**config.mk**
```make
export PLATFORM = sky130hd
export DESIGN_NAME = adsr_envelope
export DESIGN_NICKNAME = d
export VERILOG_FILES = /design/src/rtl/adsr_envelope.sv
export SDC_FILE = /design/constraint.sdc
export NUM_CORES = 1
export LEC_CHECK = 0
export CORE_UTILIZATION = 43
export DETAILED_ROUTE_END_ITERATION = 8
export GPL_ROUTABILITY_DRIVEN = 0
export SYNTH_ARGS = -nofsm -noshare
export SYNTH_HDL_FRONTEND = slang
export SYNTH_SLANG_ARGS = --single-unit
```
**constraint.sdc**
```tcl
create_clock -name clk_in -period 9.6 [get_ports clk_in]
set_input_delay 2.4 -clock clk_in [delete_from_list [all_inputs] [get_ports clk_in]]
set_output_delay 2.4 -clock clk_in [all_outputs]
set_load 0.03 [all_outputs]
```
**src/rtl/adsr_envelope.sv**
```systemverilog
// ADSR amplitude envelope: gate-driven A/D/S/R state machine on a divided tick,
// scaling the wavetable sample about mid-scale. ADSR_EXP_RELEASE_EN selects an exponential release tail.
module adsr_envelope #(
  parameter int SAMPLE_WIDTH = 8,
  parameter int ENV_WIDTH    = 16,
  parameter int TICK_DIV     = 100_000
) (
  input  logic                    clk_in,
  input  logic                    rst_in,
  input  logic                    gate_in,
  input  logic [ENV_WIDTH-1:0]    attack_step_in,
  input  logic [ENV_WIDTH-1:0]    decay_step_in,
  input  logic [7:0]              sustain_level_in,
  input  logic [ENV_WIDTH-1:0]    release_step_in,
  input  logic [SAMPLE_WIDTH-1:0] sample_in,
  output logic [SAMPLE_WIDTH-1:0] sample_out,
  output logic [ENV_WIDTH-1:0]    env_out,
  output logic [2:0]              state_out,
  output logic                    active_out
);

  typedef enum logic [2:0] {
    ST_IDLE    = 3'd0,
    ST_ATTACK  = 3'd1,
    ST_DECAY   = 3'd2,
    ST_SUSTAIN = 3'd3,
    ST_RELEASE = 3'd4
  } state_t;

  localparam int CNT_W = $clog2(TICK_DIV);
  localparam logic [ENV_WIDTH-1:0]    ENV_MAX = '1;
  localparam logic [SAMPLE_WIDTH-1:0] MID     = SAMPLE_WIDTH'(1 << (SAMPLE_WIDTH - 1));

  state_t               state;
  logic [ENV_WIDTH-1:0] env;
  logic [CNT_W-1:0]     tick_cnt;
  logic                 gate_q;
  logic                 tick, rise, fall;
  logic [ENV_WIDTH-1:0] sus_lvl;
  logic [ENV_WIDTH:0]   att_sum, dec_diff, rel_diff;
  logic [ENV_WIDTH-1:0] att_next, dec_next, rel_next;

  assign tick    = (tick_cnt == CNT_W'(TICK_DIV - 1));
  assign rise    = gate_in & ~gate_q;
  assign fall    = ~gate_in & gate_q;
  assign sus_lvl = ENV_WIDTH'({sustain_level_in, sustain_level_in});

  // Saturating step arithmetic; one extra bit catches overflow/underflow.
  assign att_sum  = {1'b0, env} + {1'b0, attack_step_in};
  assign dec_diff = {1'b0, env} - {1'b0, decay_step_in};
  assign att_next = (att_sum[ENV_WIDTH] || attack_step_in == '0) ? ENV_MAX : att_sum[ENV_WIDTH-1:0];
  assign dec_next = (dec_diff[ENV_WIDTH] || decay_step_in == '0 || dec_diff[ENV_WIDTH-1:0] <= sus_lvl)
                    ? sus_lvl : dec_diff[ENV_WIDTH-1:0];

`ifdef ADSR_EXP_RELEASE_EN
  logic unused_release;
  assign unused_release = ^release_step_in;
  assign rel_diff = {1'b0, env} - {1'b0, (env >> 4)} - (ENV_WIDTH + 1)'(1);
  assign rel_next = rel_diff[ENV_WIDTH] ? '0 : rel_diff[ENV_WIDTH-1:0];
`else
  assign rel_diff = {1'b0, env} - {1'b0, release_step_in};
  assign rel_next = (rel_diff[ENV_WIDTH] || release_step_in == '0) ? '0 : rel_diff[ENV_WIDTH-1:0];
`endif

  // Gate edges take priority over the tick and suppress the env update on that cycle.
  always_ff @(posedge clk_in) begin
    if (!rst_in) begin
      state    <= ST_IDLE;
      env      <= '0;
      tick_cnt <= '0;
      gate_q   <= 1'b0;
    end else begin
      gate_q   <= gate_in;
      tick_cnt <= tick ? '0 : tick_cnt + CNT_W'(1);
      if (rise) begin
        state <= ST_ATTACK;
      end else if (fall) begin
        if (state == ST_ATTACK || state == ST_DECAY || state == ST_SUSTAIN)
          state <= ST_RELEASE;
      end else begin
        case (state)
          ST_IDLE: env <= '0;
          ST_ATTACK: if (tick) begin
            env <= att_next;
            if (att_next == ENV_MAX) state <= ST_DECAY;
          end
          ST_DECAY: if (tick) begin
            env <= dec_next;
            if (dec_next == sus_lvl) state <= ST_SUSTAIN;
          end
          ST_SUSTAIN: env <= sus_lvl;
          ST_RELEASE: if (tick) begin
            env <= rel_next;
            if (rel_next == '0) state <= ST_IDLE;
          end
          default: begin
            state <= ST_IDLE;
            env   <= '0;
          end
        endcase
      end
    end
  end

  logic signed [SAMPLE_WIDTH:0]   d_q;
  logic        [7:0]              e_q;
  logic signed [SAMPLE_WIDTH+9:0] prod;
  logic                           unused_prod;

  assign prod        = d_q * $signed({1'b0, e_q});
  assign unused_prod = ^{prod[SAMPLE_WIDTH+9:SAMPLE_WIDTH+8], prod[7:0]};

  // Two-stage scaler: centre the sample, then multiply by the envelope's top byte.
  always_ff @(posedge clk_in) begin
    if (!rst_in) begin
      d_q        <= '0;
      e_q        <= '0;
      sample_out <= MID;
    end else begin
      d_q        <= $signed({1'b0, sample_in} - {1'b0, MID});
      e_q        <= env[ENV_WIDTH-1 -: 8];
      sample_out <= MID + prod[SAMPLE_WIDTH+7:8];
    end
  end

  assign env_out    = env;
  assign state_out  = state;
  assign active_out = (state != ST_IDLE);

endmodule
```
==> results.md <==
- Switching pwr: 287.7 uW
- Fin Hold WS: 452.4 ps
- Setup bufs post-CTS: 0
- Post-synthesis net count: 1,217
- Ports: 95
- Power share of the combinational group: 29.7%
- Sequential power share: 31.6%
- R2r worst-path depth: 20
- Total negative slack: 0 ps
- H-Tree Depth: 3
- Ys async rst share: 0%
- Power per cell area: 90.83 nW/um^2
- IO Port Bufs: 94
- Unrepaired setup endpoints after global routing: no
- Global route overflow: 0
- CTS resizes: 0
- Crit path max fanout: 17
- Area leader, netlist: dfxtp_1
- Number of remaining DRC errors: 0
- Placed Instance Area: 9306 um^2
- Status: complete, no violations
- Initial antenna violation count: 1
- Reg2reg start: e_q[2]
- Clk buf depth: 2
- DR vias: 7,459
- CTS tree: done
- Worst Max-Slew Pin Slew: 903.1 ps
- Finished Layout Cells: 1,320
- Worst hold path endpoint: tick_cnt[0]
- Hold buffer count at CTS: 0
- DRT iter0 DRCs: 375
- Final-report max-slew violation count: 0
- Clk Latency, worst-skew pair: 340 ps
- Drt via density: 5.651
- P_int: 585.6 uW
- Layout cell share with drive strength beyond 1: 3.391%
- Synth cell types: 74
- Fin crit share: 71.72%
- Yosys warns: 0
- Worst reg2reg path endpoint: sample_out[6]
- Global-route wire length before repair: 37.80 mm
- Hold crit path type: reg -> reg
- Nets: 1,302
- Hold path start: tick_cnt[0]
- Min cycle time layout: 6885 ps
- Static leakage: 0.004371 uW
- Worst rel slew slack: 39.39%
- Die area: 19,490 um^2
- #FFs+latches synth: 61
- DRT Wirelength: 23.11 mm
- Die height: 139.6 um
- Clk slew on worst S/H paths: 60 ps
- Clock share of power: 38.7%
- Largest net degree at the start of global routing: 35
- Core area: 18,270 um^2
- Critical path arrival: 7120 ps
- Critical path class: in -> reg
- Final hold vios: 0
- Post-route cell area: 9615 um^2
- Critical path capture point type: register
- Clock sink count: 61
- Gr usage total: 24.66%
- Synth area leaders: dfxtp_1 (15%), ha_1 (15%), fa_1 (13%)
- Endpoints failing setup: 0
- Post-synth top area share: 14.99%
- CTS root buf: clkbuf_16
- Antenna-violating nets left: 0
- Seq/Total Area, Yosys: 14.99%
- Initial Utilization: 44.58%
- Hold path cells: 1
- Peak VDD IR: 0.00006850 V
- Syn Std Cell Area: 8144 um^2
- Vias in the first global route: 7,273
- Max Cap Violations: 0
- R2R setup slack: 4590 ps
- Commonest non-fill, non-tap cells in the layout: inv_1 (128), ha_1 (95), clkdlybuf4s50_1 (94), nand2_1 (64), and2_1 (62)
- Mean routed wirelength per cell: 17.51 um
- Die W: 139.6 um
- Avg Cell Area, Syn: 8.136 um^2
- Main flop type after synthesis: dfxtp_1
- TritonRoute pass-1 iters: 5
- Ant. Diodes: 0
- F_max: 145.2 MHz
- Number of flops mapped to enable cells by yosys: 0
- Clk_skew: 6.087 ps
- Post-DP HPWL: 18.59 mm
- P&R area growth vs syn: 18.07%
- FP Rows: 49
- CTS Buf Count: 9
- DP Cell Count: 1,304
- WP data required: 9830 ps
- Commonest non-fill, non-tap cell in the layout: inv_1
- Post-Synthesis Cells: 1,001
- Switching power share of the total: 32.95%
- Startpoint types: input port
[kinds of logic (layout without fill, tap and decap cells)]
kind of cell             count (synthesis)  after routing  share of synthesized area [%]
adder cells (fa/ha/maj)                150            150                          27.99
XOR/XNOR                                66             66                          7.605
flip-flops                              61             61                          14.99
AND/OR/NAND/NOR                        330            330                          21.80
buffers and inverters                  151            241                          6.975
AO/OA/AOI/OAI                          241            241                          20.39
multiplexers                             2              2                         0.2458
[sequential cells by signal (all words and copies together), names as in the netlist]
signal and flops:
env_out 16, state_out 3, sample_out 8, gate_q 1
d_q 8, tick_cnt 17, e_q 8
[power groups by stage]
stage | Sequential, uW | Combinational, uW | Clock (uW)
after floorplan | 278 | 166 | 0
after global placement | 281 | 256 | 0
after detailed placement | 281 | 256 | 0
after CTS | 275 | 258 | 346
after global routing | 276 | 287 | 356
final | 276 | 260 | 338
[critical path, cell delays in order]
cell,delay (ps)
clkdlybuf4s50_1,480
inv_1,50
ha_1,350
a21o_1,210
a2111oi_2,400
a21o_1,210
o21ai_1,150
a21oi_1,300
xnor2_1,220
ha_1,310
nand4_1,100
or2_2,130
o21ai_0,100
a211o_1,270
a31oi_1,130
o21ai_0,160
nor3b_2,180
buf_4,240
o31ai_1,150
o211a_1,190
o21a_1,180
o2111a_1,220
[how the worst max path moves through the flow]
stage | from | endpoint | slack [ps] | depth (start not counted)
final | decay_step_in[3] | state_out[0] | 2710 | 22
after global routing | decay_step_in[3] | state_out[0] | 2350 | 22
after CTS | decay_step_in[3] | state_out[0] | 2780 | 22
after detailed placement | decay_step_in[0] | state_out[0] | 2440 | 23
after global placement | decay_step_in[0] | state_out[0] | 2550 | 23
after floorplan | decay_step_in[3] | state_out[0] | 3390 | 21
[per-stage QoR]
step	utilization, %	worst slack, ps	power [uW]
final	52.63	2715	873.4
after global routing	52.63	2346	918.6
after CTS	52.63	2779	878.6
after detailed placement	50.94	2444	536.6
after global placement	50.94	2553	537.1
after floorplan	-	3389	443.3
[metal layers]
| layer | wire (um) | vias up | GRT usage (%) | part of all wire (%) |
|---|---|---|---|---|
| li1 | - | 3695 | - | - |
| met1 | 10790 | 3516 | 33.02 | 47 |
| met5 | 0 | - | 0 | 0 |
| met2 | 10400 | 215 | 40.33 | 45 |
| met3 | 1274 | 33 | 3.992 | 5.5 |
| met4 | 652 | 0 | 8.271 | 2.8 |
[synthesized netlist by cell type (4+ instances only)]
library cell  instances
a21o_1               21
a21oi_1              53
a222oi_1              4
a22o_1               10
a22oi_1               9
a31o_2                4
a31oi_1              10
and2_1               62
and3_1               14
and4_1                6
clkbuf_1             22
dfxtp_1              61
fa_1                 54
ha_1                 95
inv_1               128
nand2_1              64
nand2b_1             11
nand3_1              32
nand3b_1              5
nand4_1              10
nand4b_1              5
nor2_1               55
nor2b_1              12
nor3_1               14
nor4_1               18
o2111ai_1             7
o21a_1               20
o21ai_0              49
o21ai_1               4
o21bai_1              5
or3_1                 7
xnor2_1              45
xor2_1               18
[area by class of cell]
| type | count | area [um^2] |
|---|---|---|
| clock buffer | 10 | 239.0 |
| tap | 229 | 286.5 |
| clock inverter | 6 | 70.07 |
| multi-input combinational | 789 | 6355 |
| timing repair buffer | 97 | 963.4 |
| sequential | 61 | 1221 |
| inverter | 128 | 480.5 |
| fill | 1791 | 8655 |
Note: power is estimated with default switching activity, not from simulation.
